===== config.mk =====
export PLATFORM = sky130hd
export DESIGN_NAME = gpr_dumper
export DESIGN_NICKNAME = d
export VERILOG_FILES = /design/src/rtl/gpr_dumper_pkg.sv /design/src/rtl/gpr_dumper.sv
export SDC_FILE = /design/constraint.sdc
export NUM_CORES = 1
export LEC_CHECK = 0
export BUFFER_PORTS_ARGS = -buffer_cell sky130_fd_sc_hd__buf_2
export CORE_ASPECT_RATIO = 1.1
export CORE_MARGIN = 2
export CORE_UTILIZATION = 55
export DETAILED_ROUTE_END_ITERATION = 10
export HOLD_SLACK_MARGIN = 0.1
export PLACE_DENSITY = 0.82
export SLEW_MARGIN = 10
export SYNTH_ARGS = -nofsm -noshare
export SYNTH_HDL_FRONTEND = slang
export SYNTH_SLANG_ARGS = --single-unit

===== constraint.sdc =====
create_clock -name clk -period 2.6 [get_ports clk]
set_input_delay 0.39 -clock clk [delete_from_list [all_inputs] [get_ports clk]]
set_output_delay 0.39 -clock clk [all_outputs]
set_load 0.1 [all_outputs]

===== src/rtl/gpr_dumper_pkg.sv =====
// Shared constants and state encoding for the GPR debug dump engine.
// Latency: n/a (definitions only).
// Backpressure: n/a (definitions only).
package gpr_dumper_pkg;

    // One word per GPR, then Flag, then the checksum.
    localparam int         DUMP_WORDS    = 34;
    localparam logic [5:0] DUMP_IDX_FLAG = 6'd32;
    localparam logic [5:0] DUMP_IDX_CSUM = 6'(DUMP_WORDS - 1);

    typedef enum logic [1:0] {
        DUMP_IDLE  = 2'd0,
        DUMP_FETCH = 2'd1,
        DUMP_SEND  = 2'd2,
        DUMP_DONE  = 2'd3
    } dump_state_e;

endpackage : gpr_dumper_pkg


===== src/rtl/gpr_dumper.sv =====
// Walks GPR 0-31, then Flag, then a 32-bit additive checksum, streaming 34 words.
// Latency: start edge -> out_valid after the next edge; 2 cycles per word minimum.
// Backpressure: words are held stable while out_ready is low; no timeout.
module gpr_dumper
    import gpr_dumper_pkg::*;
(
    input  logic        clk,
    input  logic        reset,
    input  logic        start,
    output logic [4:0]  RdAddr,
    input  logic [31:0] RdData,
    input  logic [31:0] Flag,
    output logic        out_valid,
    input  logic        out_ready,
    output logic [31:0] out_data,
    output logic [5:0]  out_index,
    output logic        busy,
    output logic        done
);

    dump_state_e state_q;
    logic [5:0]  idx_q;
    logic [31:0] sum_q;
    logic        out_valid_q;
    logic [31:0] out_data_q;
    logic [5:0]  out_index_q;
    logic [31:0] fetch_dat_d;

    // Read port follows the word counter; above 31 the address is don't-care.
    assign RdAddr = idx_q[4:0];

    // Select the word for the current index: GPR, then Flag, then checksum.
    always_comb begin
        fetch_dat_d = sum_q;
        if (idx_q < DUMP_IDX_FLAG) begin
            fetch_dat_d = RdData;
        end else if (idx_q == DUMP_IDX_FLAG) begin
            fetch_dat_d = Flag;
        end
    end

    // Dump sequencer: counter, checksum accumulator and registered output word.
    always_ff @(posedge clk) begin
        if (!reset) begin
            state_q     <= DUMP_IDLE;
            idx_q       <= 6'd0;
            sum_q       <= 32'd0;
            out_valid_q <= 1'b0;
            out_data_q  <= 32'd0;
            out_index_q <= 6'd0;
        end else begin
            case (state_q)
                DUMP_IDLE: begin
                    if (start) begin
                        idx_q   <= 6'd0;
                        sum_q   <= 32'd0;
                        state_q <= DUMP_FETCH;
                    end
                end
                DUMP_FETCH: begin
                    out_data_q  <= fetch_dat_d;
                    out_index_q <= idx_q;
                    out_valid_q <= 1'b1;
                    state_q     <= DUMP_SEND;
                end
                DUMP_SEND: begin
                    if (out_valid_q && out_ready) begin
                        out_valid_q <= 1'b0;
                        if (idx_q < DUMP_IDX_CSUM) begin
                            // The checksum word itself is never folded back in.
                            sum_q   <= sum_q + out_data_q;
                            idx_q   <= idx_q + 6'd1;
                            state_q <= DUMP_FETCH;
                        end else begin
                            state_q <= DUMP_DONE;
                        end
                    end
                end
                DUMP_DONE: begin
                    state_q <= DUMP_IDLE;
                end
                default: begin
                    state_q <= DUMP_IDLE;
                end
            endcase
        end
    end

    assign out_valid = out_valid_q;
    assign out_data  = out_data_q;
    assign out_index = out_index_q;
    // Pure state decodes: no path from out_ready to these.
    assign busy      = (state_q != DUMP_IDLE);
    assign done      = (state_q == DUMP_DONE);

endmodule : gpr_dumper

==> results of run 1 <==
-- layout by cell type, fill, tap and decap left out, types with 4 or more instances in the layout --
cell / netlist / routed
buf_2: 5 / 113
a21oi_1: 68 / 65
dfxtp_1: 79 / 52
nand2_1: 53 / 51
nor2_1: 51 / 51
nor2b_1: 51 / 50
mux2i_1: 35 / 35
a211oi_1: 33 / 33
ha_1: 34 / 32
o21ai_0: 37 / 31
buf_4: 5 / 20
dfxtp_2: 0 / 19
inv_1: 16 / 15
xor2_1: 15 / 15
a21o_1: 14 / 14
xnor2_1: 12 / 12
nand3_1: 11 / 11
a22oi_1: 10 / 10
clkbuf_8: 0 / 9
a21boi_0: 8 / 8
dfxtp_4: 0 / 8
nand2b_1: 7 / 7
nand4_1: 6 / 6
and3_1: 6 / 6
o21ai_1: 0 / 6
and2_1: 5 / 5
o21a_1: 4 / 4
o211ai_1: 4 / 4
a31oi_1: 5 / 4
-- sequential cells by signal, indices dropped and copies added (netlist names) --
signal,flops
idx_q,6
state_q,2
out_valid,1
out_index,6
out_data,32
sum_q,32
-- power breakdown --
part | leakage, uW | total, uW | switching (uW) | internal (uW)
Combinational | 0.00195 | 562 | 405 | 157
Sequential | 0.000654 | 1270 | 33.7 | 1240
Clock | 0.000102 | 875 | 469 | 407
Total | 0.00270 | 2710 | 908 | 1800
-- kinds of logic after synthesis --
family / after synthesis / share of synthesized area [%]
and+or+nand+nor: 211 / 20.5
muxes: 35 / 6.68
AOI/OAI and AO/OA: 204 / 24.8
DFF: 79 / 30.1
xor gates and xnor gates: 27 / 4.51
buffers and inverters: 60 / 4.94
adders and majority gates: 35 / 8.49
-- routing by layer --
| layer | vias up | share of wire, % | track usage, % |
|---|---|---|---|
| li1 | 2522 | - | - |
| met1 | 2358 | 44 | 30.4 |
| met2 | 139 | 49 | 41.9 |
| met3 | 19 | 5.1 | 4.27 |
| met4 | 0 | 1.5 | 8.85 |
| met5 | - | 0 | 0 |
-- how the worst max path moves through the flow --
stage                        endpoint  slack, ns  depth (start not counted)
2_1_floorplan  sum_q[20]$_SDFFE_PN0P_     -0.008                         10
3_3_place_gp   sum_q[28]$_SDFFE_PN0P_    -0.0002                         12
3_5_place_dp   sum_q[28]$_SDFFE_PN0P_      -0.02                         12
4_1_cts        sum_q[20]$_SDFFE_PN0P_      0.005                         12
5_1_grt        sum_q[30]$_SDFFE_PN0P_      -0.06                         12
6_report       sum_q[30]$_SDFFE_PN0P_       0.08                         10
-- worst max-delay path: stages (launching register included) --
cell      delay [ns]
dfxtp_1         0.42
ha_4            0.24
nor2b_2         0.16
o31a_1          0.27
o31a_1          0.30
o21a_1          0.20
o211ai_1        0.27
a21oi_2         0.10
o21ai_1         0.16
mux2i_1         0.20
nand3_1         0.09
-- layout make-up --
class	count	share of cell area (%)
flip-flops and latches	79	26.1
inverters	16	0.958
repair buffers	133	11.4
well taps	117	2.34
clock buffers	10	2.38
multi-input cells	512	56.1
clock inverters	6	0.679
-- per-stage QoR --
stage	hold WS, ns	TNS [ns]	total power [uW]
after floorplan	0.434	-0.00790	1720
final	0.374	0	2710
after detailed placement	0.457	-0.0385	1860
after global placement	0.450	-0.000180	1840
after global routing	0.363	-0.0813	2830
after CTS	0.354	0	2730
-- repair_timing --
| action | in CTS | in global routing |
|---|---|---|
| setup endpoints to repair | 4 | 9 |
| resized for setup | 3 | 23 |
| buffers inserted | 0 | 2 |
| pin swaps | 1 | 4 |
==> summary.txt, run 1 <==
Timing
  • RSZ-0062 raised after global routing: true
  • Relative max-transition margin: 59.1%
  • Maximum operating frequency: 0.396 GHz
  • Post-layout min period: 2.52 ns
  • Setup ws final: 0.0766 ns
  • Final Hold Fails: 0
  • Final setup fails: 0
  • Worst-Margin Slew: 0.613 ns
  • Clock skew: 0.0111 ns
  • Period utilization: 97.1%
  • Slew Limit Fails: 0

Finish
  • Sequential cell area: 0.00164 mm2
  • Area taken by multi-input logic gates: 0.00352 mm2
  • Layout fillers: 776
  • Final layout net count: 854
  • Non-filler cells, final: 873
  • Layout area overhead: 19.4%
  • Antenna cells: 0
  • Finished Cell Area: 0.00627 mm2
  • Final Util: 67.4%
  • Layout cell share with drive strength beyond 1: 26.7%

CTS
  • Worst-case clock buffer depth: 2
  • CTS tree: built
  • # hold bufs at CTS: 0
  • # H-tree levels: 3
  • Clk pin slew, worst setup/hold paths: 0.09 ns
  • Skew-Pair Late Insertion Delay: 0.36 ns
  • TritonCTS buffer count: 9
  • Root buffer cell: clkbuf_8
  • CTS Sinks: 79

Flow run
  • MaxCap Viol Count: 0

Placed design
  • Detailed Place HPWL: 9.63 mm
  • RePlAce Congestion: 0.924
  • Placed instance area: 0.00596 mm2
  • Number of I/O port buffers: 113
  • Placed Cells: 855
  • Post-Place Setup Slack: -0.0197 ns

Route
  • Via count: 5038
  • Final wirelength: 12.9 mm
  • DR iter-0 viols: 300
  • DR DRC count: 0
  • Post-DR wirelength/cell: 14.8 um
  • Vias per cell: 5.77
  • ANT nets after route: 0
  • Drt pass-1 iters: 5

Status
  • Status: complete, no violations

Critical path
  • Worst reg-to-reg path cell count: 10
  • Worst r2r src: sum_q[2]$_SDFFE_PN0P_
  • CP Max Fanout: 4
  • Startpoint types: register
  • Critical Path RT: 2.84 ns
  • CP Capture Type: register
  • Critical path data arrival time: 2.76 ns
  • Reg-to-Reg End: sum_q[30]$_SDFFE_PN0P_
  • CP startpoint: sum_q[2]$_SDFFE_PN0P_
  • Setup CP Type: register to register
  • FF-to-FF setup slack: 0.08 ns

Power
  • Pwr per Cell Area: 433 mW/mm2
  • Peak supply drop: 0.270 mV
  • Leak Pwr: 0.00270 uW

Global route
  • GRT Total Usage: 24.3%
  • Congestion Overflow GR: 0
  • Vias in the first global route: 4647
  • Initial antenna violation count: 0
  • First-pass GRT wire length: 21.1 mm
  • Largest net degree at the start of global routing: 41

Floorplanning
  • Io pins: 114
  • Starting density of the core: 56.4%
  • Row cnt: 37
  • Die area: 0.0103 mm2
  • Core Region: 0.00931 mm2
  • Die height: 106 um
  • Die X: 97.1 um

Synth
  • Synth top area share: 30.1%
  • Synthesized netlist net count: 754
  • Cell taking the most area after synthesis: dfxtp_1
  • Post-synthesis sequential area ratio: 30.1%
  • Synth Register Bits: 79
  • Most used DFF post-synth: dfxtp_1
  • Asr flop ratio synth: 0%
  • Cell count after synthesis: 651
  • Total number of yosys warnings: 0
  • Avg Inst Size Synth: 8.06 um2
  • Post-synth cell types: 57
  • Ranking of synthesized cells by area: dfxtp_1, ha_1, mux2i_1, a21oi_1, nor2b_1
  • EDFF count, synth: 0
  • Commonest cells post-synth: dfxtp_1, a21oi_1, nand2_1
  • Top-count cell post-synth: dfxtp_1
  • Mapped Area: 0.00525 mm2

Min path
  • Hold Path Depth: 4
  • Hold Path Class: input pin to register
  • Worst Min Path Start: out_ready
  • Worst Hold Path EP: out_valid$_SDFFE_PN0P_
(Power assumes the default switching activity.)
==> inputs of run 2 (changes only) <==
--- a/config.mk
+++ b/config.mk
@@ -5,13 +5,15 @@
 export SDC_FILE = /design/constraint.sdc
 export NUM_CORES = 1
 export LEC_CHECK = 0
+export ABC_AREA = 1
 export BUFFER_PORTS_ARGS = -buffer_cell sky130_fd_sc_hd__buf_2
-export CORE_ASPECT_RATIO = 1.1
+export CORE_ASPECT_RATIO = 0.5
 export CORE_MARGIN = 2
-export CORE_UTILIZATION = 55
+export CORE_UTILIZATION = 56
 export DETAILED_ROUTE_END_ITERATION = 10
 export HOLD_SLACK_MARGIN = 0.1
 export PLACE_DENSITY = 0.82
+export RECOVER_POWER = 25
 export SLEW_MARGIN = 10
 export SYNTH_ARGS = -nofsm -noshare
 export SYNTH_HDL_FRONTEND = slang
==> run 2 against run 1 <==
Against the previous run: worst hold slack lost 0.14 ns; register-to-register slack better by 0.32 ns; largest cell class unchanged; final area up 5.4%.
==> summary.txt, run 2 <==
Status
  • Status: complete, no violations

CTS
  • # H-tree levels: 3
  • CTS tree: built
  • Worst-case clock buffer depth: 2
  • # Post-CTS Setup Buffers: 0
  • Skew-Pair Late Insertion Delay: 0.34 ns
  • # hold bufs at CTS: 0
  • CTS Sinks: 79
  • Root buffer cell: clkbuf_16
  • TritonCTS buffer count: 9
  • Clk pin slew, worst setup/hold paths: 0.07 ns
  • CTS resizes: 0

Floorplanning
  • Starting density of the core: 58.9%
  • Io pins: 114
  • Row cnt: 25
  • Die area: 0.0110 mm2
  • Core Region: 0.00967 mm2
  • Die X: 147 um
  • Die height: 75.3 um

Route
  • ANT nets after route: 0
  • Post-DR wirelength/cell: 15.2 um
  • Via count: 6315
  • DR DRC count: 0
  • DR iter-0 viols: 550
  • Vias per cell: 5.48
  • Drt pass-1 iters: 6
  • Final wirelength: 17.5 mm

Timing
  • Maximum operating frequency: 0.453 GHz
  • Hold slack: 0.232 ns
  • Relative max-transition margin: 21.4%
  • Final setup fails: 0
  • Worst-Margin Slew: 1.18 ns
  • RSZ-0062 raised after global routing: false
  • Period utilization: 84.9%
  • Setup_tns: 0 ns
  • Post-layout min period: 2.21 ns
  • Final Hold Fails: 0
  • Slew Limit Fails: 0
  • Clock skew: 0.0126 ns

Synth
  • Cell count after synthesis: 914
  • Synth top area share: 27.8%
  • Cell taking the most area after synthesis: dfxtp_1
  • Asr flop ratio synth: 0%
  • EDFF count, synth: 0
  • Top-count cell post-synth: nand2_1
  • Post-synth cell types: 37
  • Most used DFF post-synth: dfxtp_1
  • Mapped Area: 0.00569 mm2
  • Synth Register Bits: 79
  • Ranking of synthesized cells by area: dfxtp_1, nand2_1, inv_1, a21oi_1, ha_1
  • Avg Inst Size Synth: 6.23 um2
  • Post-synthesis sequential area ratio: 27.8%
  • Commonest cells post-synth: nand2_1, inv_1, a21oi_1
  • Total number of yosys warnings: 0
  • Synthesized netlist net count: 1017

Power
  • Reg power frac: 35.3%
  • Int Pwr: 2270 uW
  • Comb power frac: 29.1%
  • Leak Pwr: 0.00336 uW
  • Pwr per Cell Area: 577 mW/mm2
  • Peak supply drop: 0.327 mV
  • Clock Power Share: 35.6%
  • Sw frac: 40.3%
  • Sw power: 1540 uW

Finish
  • Commonest cells after routing, fill and taps aside: nand2_1, inv_1, a21oi_1
  • Layout area overhead: 16.0%
  • Antenna cells: 0
  • Most common cell after layout, fill and taps aside: nand2_1
  • Layout cell share with drive strength beyond 1: 13.6%
  • Final layout net count: 1116

Critical path
  • Setup CP Type: register to register
  • Startpoint types: register
  • FF-to-FF setup slack: 0.39 ns
  • CP max stage cell: fa_1
  • CP Capture Type: register
  • Critical path data arrival time: 2.42 ns
  • Critical path's largest stage delay: 0.39 ns
  • Critical path's top delay family: simple AND/OR/NAND/NOR gates
  • Crit path buf inv count: 2
  • CP cell instances: ha_1, inv_1, fa_1, inv_1, nand3_1, nand3_1, nand2_1, nand2_1, nand2_1, nand3_1, nand2_1, nand3_1, a21oi_1
  • Critical Path RT: 2.81 ns
  • CP Max Fanout: 4

Flow run
  • MaxCap Viol Count: 0

Global route
  • Largest net degree at the start of global routing: 37
  • Met3 usage: 6.89%
  • Vias in the first global route: 5431
  • Met2 usage: 50.9%
  • GRT busiest layer: met2
  • GRT Total Usage: 31.9%
  • First-pass GRT wire length: 27.6 mm
  • Congestion Overflow GR: 0
  • Met1 GRT Util: 46.0%
  • Initial antenna violation count: 0

Placed design
  • RePlAce Congestion: 0.942
  • Detailed Place HPWL: 13.1 mm
  • Number of I/O port buffers: 113

Min path
  • Hold Path Class: input pin to register
==> run 2: layout make-up <==
cell class,instances,area [um2]
clock inverters,7,83.8
repair buffers,122,601
clock buffers,9,225
fillers,927,3060
multi-input cells,666,3440
inverters,135,507
flip-flops and latches,79,1580
well taps,135,169
==> run 2: worst register-to-register path: stages, from the launching register on <==
cell	delay (ns)
dfxtp_1	0.37
ha_1	0.24
inv_1	0.07
fa_1	0.39
inv_1	0.11
nand3_1	0.08
nand3_1	0.18
nand2_1	0.08
nand2_1	0.17
nand2_1	0.11
nand3_1	0.09
nand2_1	0.05
nand3_1	0.07
a21oi_1	0.07
==> run 2: power by group through the flow <==
stage | combinational, uW | sequential (uW) | clock [uW]
2_1_floorplan | 415 | 1820 | 0
3_3_place_gp | 1100 | 1370 | 0
3_5_place_dp | 1110 | 1370 | 0
4_1_cts | 1120 | 1340 | 1370
5_1_grt | 1170 | 1350 | 1410
6_report | 1110 | 1340 | 1360
==> run 2: path summary, 6_finish.rpt <==
| path | startpoint | endpoint | cells after the start |
|---|---|---|---|
| max | out_data[0]$_SDFFE_PN0P_ | sum_q[24]$_SDFFE_PN0P_ | 13 |
| min | out_ready | out_valid$_SDFFE_PN0P_ | 2 |
| max reg2reg | out_data[0]$_SDFFE_PN0P_ | sum_q[24]$_SDFFE_PN0P_ | 13 |
| min reg2reg | sum_q[26]$_SDFFE_PN0P_ | sum_q[26]$_SDFFE_PN0P_ | 2 |
==> run 2: cells by family after synthesis <==
logic type | share of synthesized area (%)
AND/OR/NAND/NOR | 30.5
flip-flops | 27.8
buffers and inverters | 11.9
XOR/XNOR | 1.23
adder cells (fa/ha/maj) | 7.82
AO/OA/AOI/OAI | 20.8
==> run 2: metal layers <==
layer | wire length (um) | part of all wire, %
met1 | 8330 | 47
met2 | 7390 | 42
met3 | 1730 | 9.8
met4 | 107 | 0.61
met5 | 0 | 0
==> run 2: through the flow <==
stage	power (uW)	instances	cell area, um2	setup WS (ns)	util (%)
2_1_floorplan	2230	914	5690	0.0309	-
3_3_place_gp	2460	1137	6330	0.484	65.5
3_5_place_dp	2480	1137	6330	0.446	65.5
4_1_cts	3830	1153	6640	0.421	68.7
5_1_grt	3940	1153	6600	0.164	68.3
6_report	3810	1153	6600	0.393	68.3
==> inputs of run 3 (changes only) <==
==> constraint.sdc (replaced) <==
create_clock -name clk -period 2.2 [get_ports clk]
set_input_delay 0.33 -clock clk [delete_from_list [all_inputs] [get_ports clk]]
set_output_delay 0.33 -clock clk [all_outputs]
set_load 0.1 [all_outputs]
==> run 3 against run 2 <==
Against the previous run: global-route usage rose by 0.86 points; non-clock buffer count rose by 9; setup slack got worse by 0.26 ns; total power rose by 19%.
==> summary.txt, run 3 (synthesis results as in run 2) <==
CTS
  • Skew-Pair Late Insertion Delay: 0.34 ns
  • CTS resizes: 0
  • Clk pin slew, worst setup/hold paths: 0.07 ns
  • CTS Sinks: 79
  • Worst-case clock buffer depth: 2
  • TritonCTS buffer count: 9
  • # hold bufs at CTS: 0
  • # Post-CTS Setup Buffers: 0
  • # H-tree levels: 3
  • CTS tree: built
  • Root buffer cell: clkbuf_16

Critical path
  • Critical path's top delay family: simple AND/OR/NAND/NOR gates
  • Critical path data arrival time: 2.28 ns
  • Critical Path RT: 2.41 ns
  • Crit path buf inv count: 2
  • CP Max Fanout: 4
  • Startpoint types: register
  • Setup CP Type: register to register
  • Crit-path most repeated cell: nand2_1
  • CP cell instances: ha_2, inv_1, fa_1, inv_1, nand2_1, nand3_1, nand2_1, nand2_2, nand2_1, nand2_1, nand2_1, nand3_1, a21oi_1
  • CP max stage cell: fa_1
  • Critical path's largest stage delay: 0.40 ns
  • CP Capture Type: register

Timing
  • Clock skew: 0.00548 ns
  • Final setup fails: 0
  • Worst-Margin Slew: 1.19 ns
  • Slew Limit Fails: 0
  • Hold slack: 0.172 ns
  • Period utilization: 94.1%
  • Post-layout min period: 2.07 ns
  • Maximum operating frequency: 0.483 GHz
  • Setup_tns: 0 ns
  • Final Hold Fails: 0
  • Relative max-transition margin: 21.2%

Placed design
  • Detailed Place HPWL: 13.4 mm
  • RePlAce Congestion: 0.979
  • Placed Cells: 1146
  • Number of I/O port buffers: 113

Global route
  • Vias in the first global route: 5572
  • GRT Total Usage: 32.7%
  • First-pass GRT wire length: 28.4 mm
  • Congestion Overflow GR: 0
  • Initial antenna violation count: 0
  • Largest net degree at the start of global routing: 66

Route
  • ANT nets after route: 0
  • Via count: 6428
  • Drt pass-1 iters: 5
  • Final wirelength: 18.0 mm
  • DR iter-0 viols: 586
  • DR DRC count: 0
  • Vias per cell: 5.53
  • Post-DR wirelength/cell: 15.5 um

Power
  • Pwr per Cell Area: 671 mW/mm2
  • Reg power frac: 35.3%
  • Int Pwr: 2720 uW
  • Sw power: 1810 uW
  • Peak supply drop: 0.441 mV
  • Clock Power Share: 35.0%
  • Leak Pwr: 0.00343 uW
  • Comb power frac: 29.8%
  • Sw frac: 40.0%

Finish
  • Non-filler cells, final: 1162
  • Layout cell share with drive strength beyond 1: 17.8%
  • Most common cell after layout, fill and taps aside: nand2_1
  • Layout area overhead: 18.8%
  • Commonest cells after routing, fill and taps aside: nand2_1, inv_1, a21oi_1
  • Final layout net count: 1125
  • Antenna cells: 0

Floorplanning
  • Starting density of the core: 58.9%
  • Io pins: 114
  • Row cnt: 25
  • Die height: 75.3 um
  • Core Region: 0.00967 mm2
  • Die X: 147 um
  • Die area: 0.0110 mm2

Min path
  • Hold Path Class: input pin to register

Flow run
  • MaxCap Viol Count: 0

Status
  • Status: complete, no violations
## run 3: changes by cell type in the layout (fill, tap and decap cells not counted), sizes merged
cell / previous run / this run
clkbuf: 33 / 34
buf: 98 / 106
## run 3: metal layers
metal	up-vias	track usage, %	wire length [um]
li1	3176	-	-
met1	2898	47.5	8480
met2	336	50.6	7570
met3	18	6.17	1760
met4	0	8.85	223
met5	-	0	0
## run 3: stage by stage
step | utilization [%] | worst slack (ns) | power [uW] | area [um2]
after floorplan | - | 0.0535 | 2660 | 5730
after global placement | 66.9 | 0.126 | 2960 | 6460
after detailed placement | 66.9 | 0.0847 | 2980 | 6460
after CTS | 70.1 | 0.0580 | 4560 | 6770
after global routing | 70.0 | -0.00562 | 4700 | 6760
final | 70.0 | 0.130 | 4540 | 6760
## run 3: final timing paths
check | slack, ns | startpoint | depth (start not counted) | end
worst max-delay path | 0.13 | sum_q[0]$_SDFFE_PN0P_ | 13 | sum_q[22]$_SDFFE_PN0P_
worst min-delay path | 0.17 | out_ready | 2 | out_valid$_SDFFE_PN0P_
worst max register to register | 0.13 | sum_q[0]$_SDFFE_PN0P_ | 13 | sum_q[22]$_SDFFE_PN0P_
worst min register to register | 0.49 | sum_q[21]$_SDFFE_PN0P_ | 2 | sum_q[21]$_SDFFE_PN0P_
## run 3: final cells by class
class	count	area (um2)
Tap cell	135	169
Timing Repair Buffer	131	692
Sequential cell	79	1620
Clock buffer	9	225
Inverter	135	507
Fill cell	886	2900
Clock inverter	7	83.8
Multi-Input combinational cell	666	3470
## run 3: power groups by stage
stage	Sequential, uW	Combinational [uW]	Clock, uW
final	1600	1350	1590
after floorplan	2170	492	0
after CTS	1600	1350	1600
after global routing	1610	1420	1670
after global placement	1620	1340	0
after detailed placement	1630	1350	0
